File: src/rtl/commit_trace_pkg.sv
// Shared types for the commit trace monitor: trace record, watchdog state, ebreak encoding.
package commit_trace_pkg;

  localparam logic [31:0] EBREAK_INSTR = 32'h00100073;

  typedef struct packed {
    logic [31:0] seq;
    logic [63:0] pc;
    logic [63:0] pre_pc;
    logic [31:0] instr;
  } trace_rec_t;

  typedef enum logic [1:0] {
    WAIT_FIRST = 2'd0,
    RUN        = 2'd1,
    HUNG       = 2'd2,
    HALTED     = 2'd3
  } fsm_state_e;

endpackage

File: src/rtl/commit_trace_monitor_if.sv
// Commit stream in, trace stream and status out. slave = monitor, master = core/sink side.
// The halted signal exists only with COMMIT_TRACE_EBREAK_HALT_EN.
interface commit_trace_monitor_if;
  logic        commit;
  logic [31:0] commit_instr;
  logic [63:0] commit_pc;
  logic [63:0] commit_pre_pc;
  logic        out_valid;
  logic        out_ready;
  logic [31:0] out_seq;
  logic [63:0] out_pc;
  logic [63:0] out_pre_pc;
  logic [31:0] out_instr;
  logic [63:0] instret;
  logic [63:0] cycles;
  logic [15:0] drop_cnt;
  logic        overflow;
  logic        hang;
`ifdef COMMIT_TRACE_EBREAK_HALT_EN
  logic        halted;
`endif

  modport slave (
`ifdef COMMIT_TRACE_EBREAK_HALT_EN
    output halted,
`endif
    input  commit, commit_instr, commit_pc, commit_pre_pc, out_ready,
    output out_valid, out_seq, out_pc, out_pre_pc, out_instr,
    output instret, cycles, drop_cnt, overflow, hang
  );

  modport master (
`ifdef COMMIT_TRACE_EBREAK_HALT_EN
    input  halted,
`endif
    output commit, commit_instr, commit_pc, commit_pre_pc, out_ready,
    input  out_valid, out_seq, out_pc, out_pre_pc, out_instr,
    input  instret, cycles, drop_cnt, overflow, hang
  );
endinterface

File: src/rtl/commit_trace_fifo.sv
// Synchronous record FIFO; pointers wrap naturally since DEPTH is a power of two.
module commit_trace_fifo
  import commit_trace_pkg::*;
#(
  parameter int DEPTH = 8
) (
  input  logic                     clk,
  input  logic                     rst,
  input  logic                     push,
  input  trace_rec_t               wr_data,
  input  logic                     pop,
  output trace_rec_t               rd_data,
  output logic                     full,
  output logic                     empty,
  output logic [$clog2(DEPTH):0]   count
);
  localparam int AW = $clog2(DEPTH);

  trace_rec_t    mem_q [DEPTH];
  trace_rec_t    mem_d [DEPTH];
  logic [AW-1:0] wptr_q, wptr_d, rptr_q, rptr_d;
  logic [AW:0]   cnt_q, cnt_d;

  always_comb begin
    mem_d  = mem_q;
    wptr_d = wptr_q;
    rptr_d = rptr_q;
    cnt_d  = cnt_q;
    if (push) begin
      mem_d[wptr_q] = wr_data;
      wptr_d        = wptr_q + AW'(1);
    end
    if (pop) rptr_d = rptr_q + AW'(1);
    case ({push, pop})
      2'b10:   cnt_d = cnt_q + (AW+1)'(1);
      2'b01:   cnt_d = cnt_q - (AW+1)'(1);
      default: cnt_d = cnt_q;
    endcase
  end

  always_ff @(posedge clk or posedge rst) begin
    if (rst) begin
      for (int i = 0; i < DEPTH; i++) mem_q[i] <= '0;
      wptr_q <= '0;
      rptr_q <= '0;
      cnt_q  <= '0;
    end else begin
      mem_q  <= mem_d;
      wptr_q <= wptr_d;
      rptr_q <= rptr_d;
      cnt_q  <= cnt_d;
    end
  end

  assign rd_data = mem_q[rptr_q];
  assign empty   = (cnt_q == '0);
  assign full    = (cnt_q == (AW+1)'(DEPTH));
  assign count   = cnt_q;
endmodule

File: src/rtl/commit_trace_monitor.sv
// Retirement trace monitor: sequence-numbered record FIFO, instret/cycle counters, no-commit watchdog.
// Optional COMMIT_TRACE_EBREAK_HALT_EN adds an ebreak-triggered HALTED state and halted output.
module commit_trace_monitor
  import commit_trace_pkg::*;
#(
  parameter int DEPTH   = 8,
  parameter int TIMEOUT = 1024
) (
  input  logic                   clk,
  input  logic                   rst,
  commit_trace_monitor_if.slave  bus
);
  localparam int AW = $clog2(DEPTH);
  localparam int WW = $clog2(TIMEOUT);

  localparam logic [1:0] S_WAIT_FIRST = WAIT_FIRST;
  localparam logic [1:0] S_RUN        = RUN;
  localparam logic [1:0] S_HUNG       = HUNG;
  localparam logic [1:0] S_HALTED     = HALTED;

  logic [31:0]   seq_q, seq_d;
  logic [63:0]   instret_q, instret_d, cycles_q, cycles_d;
  logic [15:0]   drop_cnt_q, drop_cnt_d;
  logic          overflow_q, overflow_d, hang_q, hang_d;
  logic [1:0]    state_q, state_d;
  logic [WW-1:0] wd_q, wd_d;

  logic          cap, push, pop, drop, out_valid;
  logic          fifo_full, fifo_empty;
  logic [AW:0]   fifo_cnt;
  trace_rec_t    wr_rec, rd_rec;

`ifdef COMMIT_TRACE_EBREAK_HALT_EN
  assign cap = bus.commit && (state_q != S_HALTED);
`else
  assign cap = bus.commit;
`endif

  // A full FIFO still accepts when the head leaves on the same edge.
  assign out_valid = !fifo_empty;
  assign pop       = out_valid && bus.out_ready;
  assign push      = cap && (!fifo_full || pop);
  assign drop      = cap && !push;
  assign wr_rec    = '{seq: seq_q, pc: bus.commit_pc, pre_pc: bus.commit_pre_pc,
                       instr: bus.commit_instr};

  commit_trace_fifo #(.DEPTH(DEPTH)) u_fifo (
    .clk     (clk),
    .rst     (rst),
    .push    (push),
    .wr_data (wr_rec),
    .pop     (pop),
    .rd_data (rd_rec),
    .full    (fifo_full),
    .empty   (fifo_empty),
    .count   (fifo_cnt)
  );

  always_comb begin
    seq_d      = seq_q;
    instret_d  = instret_q;
    cycles_d   = cycles_q + 64'd1;
    drop_cnt_d = drop_cnt_q;
    overflow_d = overflow_q;
    hang_d     = hang_q;
    state_d    = state_q;
    wd_d       = wd_q;
    if (cap) begin
      seq_d     = seq_q + 32'd1;
      instret_d = instret_q + 64'd1;
    end
    if (drop) begin
      if (drop_cnt_q != 16'hFFFF) drop_cnt_d = drop_cnt_q + 16'd1;
      overflow_d = 1'b1;
    end
    case (state_q)
      S_WAIT_FIRST: if (cap) begin
        state_d = S_RUN;
        wd_d    = '0;
      end
      S_RUN: begin
        if (cap) wd_d = '0;
        else if (wd_q == WW'(TIMEOUT - 1)) begin
          state_d = S_HUNG;
          hang_d  = 1'b1;
        end else wd_d = wd_q + WW'(1);
      end
      default: ;
    endcase
`ifdef COMMIT_TRACE_EBREAK_HALT_EN
    if (cap && bus.commit_instr == EBREAK_INSTR) state_d = S_HALTED;
`endif
  end

  always_ff @(posedge clk or posedge rst) begin
    if (rst) begin
      seq_q      <= '0;
      instret_q  <= '0;
      cycles_q   <= '0;
      drop_cnt_q <= '0;
      overflow_q <= 1'b0;
      hang_q     <= 1'b0;
      state_q    <= S_WAIT_FIRST;
      wd_q       <= '0;
    end else begin
      seq_q      <= seq_d;
      instret_q  <= instret_d;
      cycles_q   <= cycles_d;
      drop_cnt_q <= drop_cnt_d;
      overflow_q <= overflow_d;
      hang_q     <= hang_d;
      state_q    <= state_d;
      wd_q       <= wd_d;
    end
  end

  assert property (@(posedge clk) disable iff (rst) fifo_cnt <= (AW+1)'(DEPTH));

  assign bus.out_valid  = out_valid;
  assign bus.out_seq    = out_valid ? rd_rec.seq    : '0;
  assign bus.out_pc     = out_valid ? rd_rec.pc     : '0;
  assign bus.out_pre_pc = out_valid ? rd_rec.pre_pc : '0;
  assign bus.out_instr  = out_valid ? rd_rec.instr  : '0;
  assign bus.instret    = instret_q;
  assign bus.cycles     = cycles_q;
  assign bus.drop_cnt   = drop_cnt_q;
  assign bus.overflow   = overflow_q;
  assign bus.hang       = hang_q;
`ifdef COMMIT_TRACE_EBREAK_HALT_EN
  assign bus.halted     = (state_q == S_HALTED);
`endif
endmodule

File: src/flat_wrapper.sv
// flat-port wrapper written by rule: the top's interface ports become plain ports
module commit_trace_monitor_flat import commit_trace_pkg::*;
#(
  parameter int DEPTH   = 8,
  parameter int TIMEOUT = 1024
)
  (clk, rst, bus_commit, bus_commit_instr, bus_commit_pc, bus_commit_pre_pc, bus_out_ready, bus_out_valid, bus_out_seq, bus_out_pc, bus_out_pre_pc, bus_out_instr, bus_instret, bus_cycles, bus_drop_cnt, bus_overflow, bus_hang);
  commit_trace_monitor_if bus_i ();
  input  logic clk;
  input  logic rst;
  input wire logic [$bits(bus_i.commit)-1:0] bus_commit;
  input wire logic [$bits(bus_i.commit_instr)-1:0] bus_commit_instr;
  input wire logic [$bits(bus_i.commit_pc)-1:0] bus_commit_pc;
  input wire logic [$bits(bus_i.commit_pre_pc)-1:0] bus_commit_pre_pc;
  input wire logic [$bits(bus_i.out_ready)-1:0] bus_out_ready;
  output wire logic [$bits(bus_i.out_valid)-1:0] bus_out_valid;
  output wire logic [$bits(bus_i.out_seq)-1:0] bus_out_seq;
  output wire logic [$bits(bus_i.out_pc)-1:0] bus_out_pc;
  output wire logic [$bits(bus_i.out_pre_pc)-1:0] bus_out_pre_pc;
  output wire logic [$bits(bus_i.out_instr)-1:0] bus_out_instr;
  output wire logic [$bits(bus_i.instret)-1:0] bus_instret;
  output wire logic [$bits(bus_i.cycles)-1:0] bus_cycles;
  output wire logic [$bits(bus_i.drop_cnt)-1:0] bus_drop_cnt;
  output wire logic [$bits(bus_i.overflow)-1:0] bus_overflow;
  output wire logic [$bits(bus_i.hang)-1:0] bus_hang;
  assign bus_i.commit = bus_commit;
  assign bus_i.commit_instr = bus_commit_instr;
  assign bus_i.commit_pc = bus_commit_pc;
  assign bus_i.commit_pre_pc = bus_commit_pre_pc;
  assign bus_i.out_ready = bus_out_ready;
  assign bus_out_valid = bus_i.out_valid;
  assign bus_out_seq = bus_i.out_seq;
  assign bus_out_pc = bus_i.out_pc;
  assign bus_out_pre_pc = bus_i.out_pre_pc;
  assign bus_out_instr = bus_i.out_instr;
  assign bus_instret = bus_i.instret;
  assign bus_cycles = bus_i.cycles;
  assign bus_drop_cnt = bus_i.drop_cnt;
  assign bus_overflow = bus_i.overflow;
  assign bus_hang = bus_i.hang;
  commit_trace_monitor #(.DEPTH(DEPTH), .TIMEOUT(TIMEOUT)) u_core (.clk(clk), .rst(rst), .bus(bus_i));
endmodule
File: config.mk
export PLATFORM = sky130hd
export DESIGN_NAME = commit_trace_monitor_flat
export DESIGN_NICKNAME = d
export VERILOG_FILES = /design/src/rtl/commit_trace_pkg.sv /design/src/rtl/commit_trace_monitor_if.sv /design/src/rtl/commit_trace_fifo.sv /design/src/rtl/commit_trace_monitor.sv /design/src/flat_wrapper.sv
export SDC_FILE = /design/constraint.sdc
export NUM_CORES = 2
export LEC_CHECK = 0
export BUFFER_PORTS_ARGS = -buffer_cell sky130_fd_sc_hd__buf_2
export CAP_MARGIN = 25
export CORE_ASPECT_RATIO = 1.75
export CORE_MARGIN = 4
export CORE_UTILIZATION = 40
export DETAILED_ROUTE_END_ITERATION = 8
export HOLD_SLACK_MARGIN = 0.1
export RECOVER_POWER = 50
export SYNTH_ARGS = -nofsm -noshare
export SYNTH_HDL_FRONTEND = slang
export SYNTH_SLANG_ARGS = --single-unit
File: constraint.sdc
create_clock -name clk -period 63.9 [get_ports clk]
set_input_delay 3.195 -clock clk [delete_from_list [all_inputs] [get_ports clk]]
set_output_delay 3.195 -clock clk [all_outputs]
set_load 0.02 [all_outputs]
==> results list <==
- Sw frac: 0.333
- DIE AREA: a little over 200,000 sq um
* Number of iterations in the first detailed-routing pass: 4
* Deepest clock path buffer count: 4
- Total power: 4.66 mW
* Mean area per synthesized cell: 15.5 sq um
- Fraction of the core area covered by cells at the end of the flow: 0.457
- Share of the clock period used by the worst path after layout: 0.321
* Routed vias/inst: 5.44
- Of the synthesized area, sequential elements account for 0.559.
* Number of synthesis warnings: 0
- TritonCTS clock tree: done
- Arrival time worst endpoint: 19.46 ns
* Yosys top cell area share: 0.559
- Part of the power in registers: 0.382
- Grt ovf: 0
- On the final layout, the worst clock skew is 0.0306 ns.
* Horizontal die dimension: 341 microns
- Cells after synthesis: roughly 5k
* Total number of clock tree sinks: roughly 1.7k
* VDD IR max: 46.9 uV
- The highest metal layer carrying signal wires in the routed design is met5.
- Met3 WL: roughly 9.8 mm
- Largest net degree at the start of global routing: 179
- Data on the critical path is required at its endpoint by 62.83 ns.
- Across all layers, the routed design uses approximately 45k vias.
* CP top delay family: buffers and inverters
- sky130_fd_sc_hd__dfrtp_1 takes more of the synthesized area than any other cell.
- Of the cells placed in the final design, the portion with a size suffix greater than 1 is 0.465.
- Biggest fanout along the worst timing path: 178
- The worst setup path is launched from an input port.
- Final weighted congestion of routability-driven global placement: 0.798
- P per Cell Area: 52.9 nW/um^2
- The number of nets handed over by synthesis was 5,206.
* Most common cell in the synthesized netlist: sky130_fd_sc_hd__dfrtp_1
- The checks that failed: capacitance limit, slew limit.
* Post-Syn Area: 77,700 sq um
* Number of nets at the end of the flow: 5,634
- Critical path buffers and inverters: 4
- Row cnt: about 210
- Critical path class: input port to asynchronous set/reset pin
- In the final routed layout, each cell accounts on average for roughly 24 microns.
- Clock tree root driver cell: sky130_fd_sc_hd__clkbuf_16
- The number of hold buffers added after CTS was 0.
- For this design the top-level I/O count stands at ~500.
- Walking the worst path, the cells encountered are buf_2 > clkinvlp_2 > clkbuf_1 > clkbuf_1.
* Number of port buffers: 502
- Antenna violations before repair: 36
- Core region area: ~190,000 sq um
* Placed wire-length estimate: ~120 mm
- In this run, synthesis produced a sequential element count of 1,736.
- Via count of the first global-routing pass: 48.7k
- The share of total power dissipated in combinational logic is 0.393.
- The worst path needs 20.52 ns of the cycle, external delays included.
- Net switching power: around 1.6 mW
* DRT antenna net count: 0
- Depth of the CTS H-tree: 4
* Max Fclk: 0.0487 GHz
- Crit path top cell by count: sky130_fd_sc_hd__clkbuf_1
* Number of setup buffers added after CTS: 0
- Setup violations remaining at the end of the flow were counted as 0.
- In the detailed route, the total length drawn on met2 is 98.0 mm.
- For this block, the initial DRC count from the detailed router was 2,025.
- Of the total power, the clock network draws 0.225.
- Post-CTS repair changed the size of 0 cells.
- Clock insertion delay at the later pin of the skew report: 0.81 ns
* CTS Buf Count: between 150 and 200
- In the synthesized netlist the dominant register cell turns out to be sky130_fd_sc_hd__dfrtp_1.
* Unrepaired setup endpoints after global routing: no
* Internal power contribution: 3.11 mW
- Most instantiated cells after synthesis: sky130_fd_sc_hd__dfrtp_1 (1,736), sky130_fd_sc_hd__mux2_2 (1,532), sky130_fd_sc_hd__mux4_2 (384)
- Routed met1 length: 81.1 mm
- Synth top area cells: sky130_fd_sc_hd__dfrtp_1 (56%), sky130_fd_sc_hd__mux2_2 (22%), sky130_fd_sc_hd__mux4_2 (11%)
- Global-route wire length before repair: 302 mm
* Maxcap violations: 21
* Delay of the slowest cell on the worst path: 6.71 ns
* Crit path max-delay cell type: sky130_fd_sc_hd__clkbuf_1
* Count of fill cells added during filler insertion: approximately 17k
* Async SR Flop Fraction: 1.00
- Number of flops mapped to enable cells by yosys: 0
- The final max-slew violation count came to 1,581.
- DRC viols: 0
- Capturing element type of the critical path: asynchronous set/reset pin
- Outcome: finished with violations
* Reg2reg setup slack: 53.36 ns
- The number of different library cells used by synthesis comes to between 40 and 50.
- Leakage component of the power: ~40 nW
- Effective utilization at floorplan: 0.403
- For the pin with the worst max-slew slack, the measured transition is 9.32 ns.
* Area overhead of the layout relative to synthesis: 13.5%
- Summing all placed instances gives a cell area of ~83,000 sq um.
- Final hold analysis gives a worst-case slack of between 0.4 and 0.5 ns.
- The final hold violation count was 0.
- Finished Cell Area: 88,200 sq um
- Clk pin slew, worst setup/hold paths: 0.06 ns
- The routed design has approximately 190 mm of wire.
- The die is roughly 590 microns tall.
- Summed over all failing endpoints, the final setup total negative slack is 0 ns.
* Worst slew margin relative to its limit: -5.21
- Total Routing Usage GR: 0.191
- Path category of the worst min-delay check: flip-flop to flip-flop
worst paths after layout:
check / start / end / cells past startpoint
worst max-delay path: rst / u_core.u_fifo.mem_q[868] / 4
worst min-delay path: u_core.bus.hang / u_core.bus.hang / 1
worst max register to register: u_core.u_fifo.count[0] / u_core.u_fifo.mem_q[873] / 6
worst min register to register: u_core.bus.hang / u_core.bus.hang / 1
max in group clk: bus_commit / u_core.u_fifo.mem_q[873] / 6
min in group asynchronous: rst / u_core.u_fifo.mem_q[1370] / 2
power groups by stage:
| stage | registers (mW) | clock network (mW) | logic [mW] |
|---|---|---|---|
| floorplan | 1.72 | 0 | 1.40 |
| global placement | 1.78 | 0 | 1.82 |
| detailed placement | 1.80 | 0 | 1.85 |
| CTS | 1.78 | 1.09 | 1.86 |
| global route | 1.83 | 1.13 | 1.98 |
| finish | 1.78 | 1.05 | 1.83 |
registers in the layout (all words and copies together), names as in the netlist:
name                  flops
u_core.wd_q              10
u_core.u_fifo.mem_q    1536
u_core.bus.cycles        64
u_core.u_fifo.rptr_q      3
u_core.u_fifo.count       4
u_core.u_fifo.wptr_q      3
u_core.seq_q             32
u_core.bus.drop_cnt      16
u_core.bus.hang           1
u_core.bus.instret       64
u_core.bus.overflow       1
u_core.state_q            2
layer usage:
layer | GRT usage | vias up
li1 | - | 19324
met1 | 0.243 | 24021
met2 | 0.336 | 826
met3 | 0.0401 | 291
met4 | 0.0427 | 46
met5 | 0 | -
cell families after synthesis:
group / share of synthesized area
AOI/OAI and AO/OA: 0.00193
adders and majority gates: 0.00171
muxes: 0.358
buffers and inverters: 0.0213
and+or+nand+nor: 0.0371
DFF: 0.559
xor gates and xnor gates: 0.0210
worst register-to-register path: stages (launching register included):
cell	delay (ns)
sky130_fd_sc_hd__dfrtp_1	0.42
sky130_fd_sc_hd__nor3_1	0.36
sky130_fd_sc_hd__a21boi_0	0.46
sky130_fd_sc_hd__nand4b_1	0.28
sky130_fd_sc_hd__clkbuf_1	2.72
sky130_fd_sc_hd__clkbuf_1	5.11
sky130_fd_sc_hd__mux2_2	1.10
through the flow:
| step | std cells | setup slack, ns |
|---|---|---|
| finish | 8176 | 43.38 |
| floorplan | 5032 | 11.70 |
| detailed placement | 7852 | 55.90 |
| CTS | 8159 | 54.97 |
| global route | 8169 | 39.52 |
| global placement | 7850 | 55.91 |
cell type report:
cell class / instances / area (sq um) / area share
well taps: 2580 / 3230 / 0.0366
inverters: 24 / 91.3 / 0.00104
flip-flops and latches: 1736 / 43500 / 0.493
repair buffers: 587 / 3000 / 0.0340
diodes: 9 / 22.5 / 0.000255
multi-input cells: 2933 / 32600 / 0.369
clock buffers: 271 / 5350 / 0.0606
clock inverters: 36 / 480 / 0.00545
placed cells by master (no fill, tap or decap), types with 21 or more instances in the layout:
| cell type | count |
|---|---|
| sky130_fd_sc_hd__and3_1 | 21 |
| sky130_fd_sc_hd__buf_2 | 354 |
| sky130_fd_sc_hd__buf_4 | 48 |
| sky130_fd_sc_hd__clkbuf_1 | 218 |
| sky130_fd_sc_hd__clkbuf_16 | 181 |
| sky130_fd_sc_hd__clkbuf_8 | 48 |
| sky130_fd_sc_hd__dfrtp_1 | 1733 |
| sky130_fd_sc_hd__inv_1 | 23 |
| sky130_fd_sc_hd__mux2_2 | 1532 |
| sky130_fd_sc_hd__mux2i_1 | 195 |
| sky130_fd_sc_hd__mux4_2 | 384 |
| sky130_fd_sc_hd__nand2_1 | 90 |
| sky130_fd_sc_hd__nand3_1 | 71 |
| sky130_fd_sc_hd__nand4_1 | 56 |
| sky130_fd_sc_hd__nor2_1 | 259 |
| sky130_fd_sc_hd__nor3_1 | 39 |
| sky130_fd_sc_hd__nor4_1 | 22 |
| sky130_fd_sc_hd__xnor2_1 | 109 |
| sky130_fd_sc_hd__xor2_1 | 77 |
Note: power is estimated with default switching activity, not from simulation.
